File: config.mk
export PLATFORM = sky130hd
export DESIGN_NAME = rl_pair_scheduler_flat
export DESIGN_NICKNAME = d
export VERILOG_FILES = /design/src/rtl/rl_pair_scheduler_pkg.sv /design/src/rtl/rl_pair_scheduler_if.sv /design/src/rtl/rl_pair_scheduler.sv /design/src/flat_wrapper.sv
export SDC_FILE = /design/constraint.sdc
export NUM_CORES = 1
export LEC_CHECK = 0
export BUFFER_PORTS_ARGS = -buffer_cell sky130_fd_sc_hd__buf_2
export CAP_MARGIN = 30
export CORE_ASPECT_RATIO = 1.5
export CORE_MARGIN = 8
export CORE_UTILIZATION = 53
export CTS_CLUSTER_DIAMETER = 60
export CTS_CLUSTER_SIZE = 14
export DETAILED_ROUTE_END_ITERATION = 12
export GPL_ROUTABILITY_DRIVEN = 0
export GPL_TIMING_DRIVEN = 0
export PLACE_DENSITY_LB_ADDON = 0.12
export SLEW_MARGIN = 20
export SYNTH_ARGS = -nofsm -noshare
export SYNTH_HDL_FRONTEND = slang
export SYNTH_SLANG_ARGS = --single-unit
File: constraint.sdc
create_clock -name clk -period 2.5 [get_ports clk]
set_input_delay 0.5 -clock clk [delete_from_list [all_inputs] [get_ports clk]]
set_output_delay 0.5 -clock clk [all_outputs]
set_load 0.05 [all_outputs]
File: src/rtl/rl_pair_scheduler_pkg.sv
// rl_pair_scheduler_pkg: shared FSM encoding and default sizing for the pair scheduler
package rl_pair_scheduler_pkg;
  localparam logic [1:0] ST_IDLE  = 2'd0;
  localparam logic [1:0] ST_ISSUE = 2'd1;
  localparam logic [1:0] ST_DRAIN = 2'd2;
  localparam logic [1:0] ST_DONE  = 2'd3;
  localparam int DEF_REF_PARTICLE_NUM        = 100;
  localparam int DEF_REF_RAM_ADDR_WIDTH      = 7;
  localparam int DEF_NEIGHBOR_PARTICLE_NUM   = 100;
  localparam int DEF_NEIGHBOR_RAM_ADDR_WIDTH = 7;
  localparam int DEF_NUM_FILTER              = 4;
  localparam int DEF_DRAIN_CYCLES            = 32;
endpackage

File: src/rtl/rl_pair_scheduler_if.sv
// rl_pair_scheduler_if: control inputs and pair-address outputs of the pair scheduler
interface rl_pair_scheduler_if import rl_pair_scheduler_pkg::*; #(
  parameter int NUM_FILTER              = DEF_NUM_FILTER,
  parameter int REF_RAM_ADDR_WIDTH      = DEF_REF_RAM_ADDR_WIDTH,
  parameter int NEIGHBOR_RAM_ADDR_WIDTH = DEF_NEIGHBOR_RAM_ADDR_WIDTH
);
  logic start;
  logic [NUM_FILTER-1:0] back_pressure;
  logic pipeline_busy;
  logic [REF_RAM_ADDR_WIDTH-1:0] ref_addr;
  logic [NUM_FILTER*NEIGHBOR_RAM_ADDR_WIDTH-1:0] neighbor_addr;
  logic [NUM_FILTER-1:0] pair_valid;
  logic busy;
  logic done;
  modport master (
    input  start, back_pressure, pipeline_busy,
    output ref_addr, neighbor_addr, pair_valid, busy, done
  );
  modport slave (
    output start, back_pressure, pipeline_busy,
    input  ref_addr, neighbor_addr, pair_valid, busy, done
  );
endinterface

File: src/rtl/rl_pair_scheduler.sv
// rl_pair_scheduler: walks every (reference, neighbor-group) pair and waits for the pipeline to drain
module rl_pair_scheduler import rl_pair_scheduler_pkg::*; #(
  parameter int REF_PARTICLE_NUM        = DEF_REF_PARTICLE_NUM,
  parameter int REF_RAM_ADDR_WIDTH      = DEF_REF_RAM_ADDR_WIDTH,
  parameter int NEIGHBOR_PARTICLE_NUM   = DEF_NEIGHBOR_PARTICLE_NUM,
  parameter int NEIGHBOR_RAM_ADDR_WIDTH = DEF_NEIGHBOR_RAM_ADDR_WIDTH,
  parameter int NUM_FILTER              = DEF_NUM_FILTER,
  parameter int DRAIN_CYCLES            = DEF_DRAIN_CYCLES
) (
  input logic clk,
  input logic rst,
  rl_pair_scheduler_if.master bus
);
  localparam int RCW = $clog2(REF_PARTICLE_NUM + 1);
  localparam int NCW = $clog2(NEIGHBOR_PARTICLE_NUM + NUM_FILTER + 1);
  localparam int DCW = $clog2(DRAIN_CYCLES + 1);
  localparam int NW  = NEIGHBOR_RAM_ADDR_WIDTH;
  logic [1:0] state;
  logic [RCW-1:0] ref_cnt;
  logic [NCW-1:0] nb_base;
  logic [DCW-1:0] drain_cnt;
  logic [REF_RAM_ADDR_WIDTH-1:0] ref_addr;
  logic [NUM_FILTER*NW-1:0] neighbor_addr, lane_addr;
  logic [NUM_FILTER-1:0] pair_valid, lane_ok;
  logic stall, idle, last_nb, last_ref;
  // nb_base is wide enough for base+lane, so the range test sees the true index before truncation
  always_comb begin
    lane_addr = '0;
    lane_ok = '0;
    for (int k = 0; k < NUM_FILTER; k++) begin
      lane_addr[k*NW +: NW] = NW'(nb_base + NCW'(k));
      lane_ok[k] = (nb_base + NCW'(k)) < NCW'(NEIGHBOR_PARTICLE_NUM);
    end
  end
  assign stall = |bus.back_pressure;
  assign idle = !bus.pipeline_busy && !stall;
  assign last_nb = (nb_base + NCW'(NUM_FILTER)) >= NCW'(NEIGHBOR_PARTICLE_NUM);
  assign last_ref = ref_cnt == RCW'(REF_PARTICLE_NUM - 1);
  always_ff @(posedge clk) begin
    if (!rst) begin
      state <= ST_IDLE;
      ref_cnt <= '0;
      nb_base <= '0;
      drain_cnt <= '0;
      ref_addr <= '0;
      neighbor_addr <= '0;
      pair_valid <= '0;
    end else begin
      pair_valid <= '0;
      case (state)
        ST_IDLE: if (bus.start) begin
          state <= ST_ISSUE;
          ref_cnt <= '0;
          nb_base <= '0;
          drain_cnt <= '0;
        end
        ST_ISSUE: if (!stall) begin
          ref_addr <= REF_RAM_ADDR_WIDTH'(ref_cnt);
          neighbor_addr <= lane_addr;
          pair_valid <= lane_ok;
          nb_base <= last_nb ? '0 : nb_base + NCW'(NUM_FILTER);
          ref_cnt <= last_nb && !last_ref ? ref_cnt + RCW'(1) : ref_cnt;
          state <= last_nb && last_ref ? ST_DRAIN : ST_ISSUE;
        end
        ST_DRAIN: begin
          drain_cnt <= idle ? drain_cnt + DCW'(1) : '0;
          state <= idle && drain_cnt == DCW'(DRAIN_CYCLES - 1) ? ST_DONE : ST_DRAIN;
        end
        default: state <= bus.start ? ST_DONE : ST_IDLE;
      endcase
    end
  end
  assign bus.ref_addr = ref_addr;
  assign bus.neighbor_addr = neighbor_addr;
  assign bus.pair_valid = pair_valid;
  assign bus.busy = state == ST_ISSUE || state == ST_DRAIN;
  assign bus.done = state == ST_DONE;
endmodule
File: src/flat_wrapper.sv
// flat-port wrapper written by rule: the top's interface ports become plain ports
module rl_pair_scheduler_flat import rl_pair_scheduler_pkg::*;
#(
  parameter int REF_PARTICLE_NUM        = DEF_REF_PARTICLE_NUM,
  parameter int REF_RAM_ADDR_WIDTH      = DEF_REF_RAM_ADDR_WIDTH,
  parameter int NEIGHBOR_PARTICLE_NUM   = DEF_NEIGHBOR_PARTICLE_NUM,
  parameter int NEIGHBOR_RAM_ADDR_WIDTH = DEF_NEIGHBOR_RAM_ADDR_WIDTH,
  parameter int NUM_FILTER              = DEF_NUM_FILTER,
  parameter int DRAIN_CYCLES            = DEF_DRAIN_CYCLES
)
  (clk, rst, bus_start, bus_back_pressure, bus_pipeline_busy, bus_ref_addr, bus_neighbor_addr, bus_pair_valid, bus_busy, bus_done);
  rl_pair_scheduler_if #(.NUM_FILTER(NUM_FILTER), .REF_RAM_ADDR_WIDTH(REF_RAM_ADDR_WIDTH), .NEIGHBOR_RAM_ADDR_WIDTH(NEIGHBOR_RAM_ADDR_WIDTH)) bus_i ();
  input logic clk;
  input logic rst;
  input wire logic [$bits(bus_i.start)-1:0] bus_start;
  input wire logic [$bits(bus_i.back_pressure)-1:0] bus_back_pressure;
  input wire logic [$bits(bus_i.pipeline_busy)-1:0] bus_pipeline_busy;
  output wire logic [$bits(bus_i.ref_addr)-1:0] bus_ref_addr;
  output wire logic [$bits(bus_i.neighbor_addr)-1:0] bus_neighbor_addr;
  output wire logic [$bits(bus_i.pair_valid)-1:0] bus_pair_valid;
  output wire logic [$bits(bus_i.busy)-1:0] bus_busy;
  output wire logic [$bits(bus_i.done)-1:0] bus_done;
  assign bus_i.start = bus_start;
  assign bus_i.back_pressure = bus_back_pressure;
  assign bus_i.pipeline_busy = bus_pipeline_busy;
  assign bus_ref_addr = bus_i.ref_addr;
  assign bus_neighbor_addr = bus_i.neighbor_addr;
  assign bus_pair_valid = bus_i.pair_valid;
  assign bus_busy = bus_i.busy;
  assign bus_done = bus_i.done;
  rl_pair_scheduler #(.REF_PARTICLE_NUM(REF_PARTICLE_NUM), .REF_RAM_ADDR_WIDTH(REF_RAM_ADDR_WIDTH), .NEIGHBOR_PARTICLE_NUM(NEIGHBOR_PARTICLE_NUM), .NEIGHBOR_RAM_ADDR_WIDTH(NEIGHBOR_RAM_ADDR_WIDTH), .NUM_FILTER(NUM_FILTER), .DRAIN_CYCLES(DRAIN_CYCLES)) u_core (.clk(clk), .rst(rst), .bus(bus_i));
endmodule
==> qor.yml <==
status:
  status: "finished, final reports clean"
synth:
  postSynthCellCount: 247
  synth-main-ff-cell: "dfxtp_1"
  syn_area_um2: 2110
  ys_types: 44
  synthArstFlopShare_pct: 0
  avgSynthCellArea_um2: 8.53
  synth-seq-cells: 42
  post_synth_main_area_contributors: "dfxtp_1 40%, buf_4 6.8%, a21oi_1 6.7%"
  synth_top_area_cell: "dfxtp_1"
  yosys_warnings: 0
  yosysTopAreaCellShare_pct: 39.9
  synth_edf_count: 0
  seq_area_frac_synth_pct: 39.9
floorplanning:
  die_w_um: 67.5
  fp.dieH_um: 93.2
  ios: 49
  dieArea_um2: 6290
  start_util_pct: 54.2
  row_count: 28
  coreArea_um2: 3890
finish:
  final_common_cell: "buf_2"
  final_cell_mix: "45 x buf_2, 42 x dfxtp_1, 28 x nand2_1, 28 x a21oi_1, 19 x buf_4"
  post_route_cells_drive_above_1_share_pct: 26.5
  layout.cells.non_filler: 347
  syn_to_final_growth_pct: 20.4
  antenna_cells: 0
  fillers: 357
  nNetsFinal: 318
  finish.utilization_pct: 65.2
worst_setup_path:
  cp_slowest_cell: "dfxtp_1"
  end_kind: "flop"
  crit_end: "u_core.ref_cnt[2]$_SDFFE_PN0P_"
  reg2reg_setup_slack_ps: 220
  cp_top_family: "compound AO/OA/AOI/OAI gates"
  timing.rr.start: "u_core.nb_base[3]$_SDFFE_PN0P_"
  crit_start: "u_core.nb_base[3]$_SDFFE_PN0P_"
  ff2ff_path_depth: 7
  crit_fanout: 10
  required_ps: 2680
  reg2reg_to: "u_core.ref_cnt[2]$_SDFFE_PN0P_"
  critPathBufInv: 1
  arrival_ps: 2460
  path_cells: "ha_1 -> a21o_1 -> nand4_1 -> a22o_4 -> clkbuf_1 -> o31ai_1 -> a21oi_1"
  slowest_delay_ps: 490
  criticalPathCategory: "reg -> reg"
  start_kind: "flop"
  cp.depth: 7
timing:
  fin_crit_ps: 2280
  fin_crit_sh_pct: 91.4
  finalMaxSlewViolations: 0
  rsz0062_at_grt: "false"
  finalHoldViolCount: 0
  skew_ps: 7.82
  finalSetupViolCount: 0
  fmax_mhz: 438
  setup_slack_ps: 215
  fin_setup_tns_ps: 0
cts:
  cts-resized-gates: 0
  cts_setup_buffers: 0
  cts-root-buf: "clkbuf_8"
  cts_tree: "yes"
  clockBufferDepth: 2
  clock_latency_ps: 300
  cts_sinks: 42
  numCtsBuffers: 5
  cts_hold_buf: 0
  htreeDepth: 2
  cts.clk_slew.worst_paths_ps: 80
routing:
  wl_per_cell_um: 13.8
  drt_pass1_iterations: 4
  first_iter_violations: 77
  vias_per_cell: 5.40
  vias: 1875
  wirelength_um: 4790
  postRouteAntennaNets: 0
  drc_errors: 0
pwr:
  power.density_nw_per_um2: 567
  finalPower_mw: 1.44
  max-vdd-ir-drop_mv: 0.628
  leakage_nw: 1.11
place:
  portBuffers: 44
  dp.cells: 339
  hpwl_um: 3540
  pre_cts_slack_ps: 157
worst_hold_path:
  hold_path_class: "reg -> reg"
  min_from: "u_core.bus.neighbor_addr[4]$_SDFFE_PN0P_"
global_route:
  antenna_found_initial: 0
  grt_pass1_vias: 1850
  grt_max_degree: 14
  grt-ovfl-total: 0
  grt_pass1_wl_um: 8270
  track_usage_pct: 16.3
run:
  drv_cap: 0
==> synthesized netlist by cell type (5+ instances only) <==
cell type and number:
dfxtp_1 42, a21oi_1 28, nand2_1 28, buf_4 19
nor2_1 14, nand3_1 13, ha_1 9, inv_1 8
o21ai_0 8, clkbuf_1 6, o31ai_1 6, a31oi_1 5
nand3b_1 5, nor3_1 5, or4_1 5
==> sequential cells by signal (all words and copies together) (netlist names) <==
register,cells
u_core.drain_cnt,6
u_core.bus.neighbor_addr,11
u_core.nb_base,5
u_core.bus.ref_addr,7
u_core.ref_cnt,7
u_core.bus.pair_valid,4
u_core.state,2
==> logic make-up after synthesis <==
kind of cell / synth area share (%)
AO/OA/AOI/OAI: 17.5
buffers and inverters: 9.68
flip-flops: 39.9
XOR/XNOR: 0.832
other: 0.178
adder cells (fa/ha/maj): 5.35
AND/OR/NAND/NOR: 25.0
multiplexers: 1.49
==> how the worst min path moves through the flow <==
| stage | endpoint | cells after the start |
|---|---|---|
| floorplan | u_core.bus.ref_addr[5]$_SDFFE_PN0P_ | 2 |
| global placement | u_core.bus.neighbor_addr[4]$_SDFFE_PN0P_ | 2 |
| detailed placement | u_core.bus.neighbor_addr[4]$_SDFFE_PN0P_ | 2 |
| CTS | u_core.bus.neighbor_addr[4]$_SDFFE_PN0P_ | 2 |
| global route | u_core.bus.ref_addr[6]$_SDFFE_PN0P_ | 2 |
| finish | u_core.bus.neighbor_addr[4]$_SDFFE_PN0P_ | 2 |
==> power breakdown <==
part           switching [mW]  internal (mW)
Combinational          0.0771         0.0293
Clock                   0.232          0.426
Sequential            0.00228          0.671
==> cell type report <==
class | count | area [µm²] | area share, %
Clock buffer | 6 | 82.6 | 3.26
Sequential cell | 42 | 841 | 33.2
Inverter | 8 | 30.0 | 1.18
Tap cell | 45 | 56.3 | 2.22
Buffer | 27 | 174 | 6.86
Timing Repair Buffer | 44 | 220 | 8.68
Clock inverter | 2 | 60.1 | 2.37
Multi-Input combinational cell | 173 | 1070 | 42.3
==> worst min-delay path, stage by stage (launching register included) <==
cell,delay (ps)
dfxtp_1,310
nand2_1,50
a21oi_1,50
==> per-stage QoR <==
stage	hold slack, ps	cell area, µm²
2_1_floorplan	461	2120
3_3_place_gp	439	2390
3_5_place_dp	443	2390
4_1_cts	454	2540
5_1_grt	476	2540
6_report	451	2540
==> layer usage <==
| layer | share of wire (%) | global-route usage, % | vias up |
|---|---|---|---|
| li1 | - | - | 965 |
| met1 | 40 | 17.2 | 861 |
| met2 | 52 | 28.7 | 43 |
| met3 | 6.6 | 4.19 | 6 |
| met4 | 1.4 | 7.18 | 0 |
| met5 | 0 | 0 | - |
No activity file was read; power rests on OpenSTA's default activity.
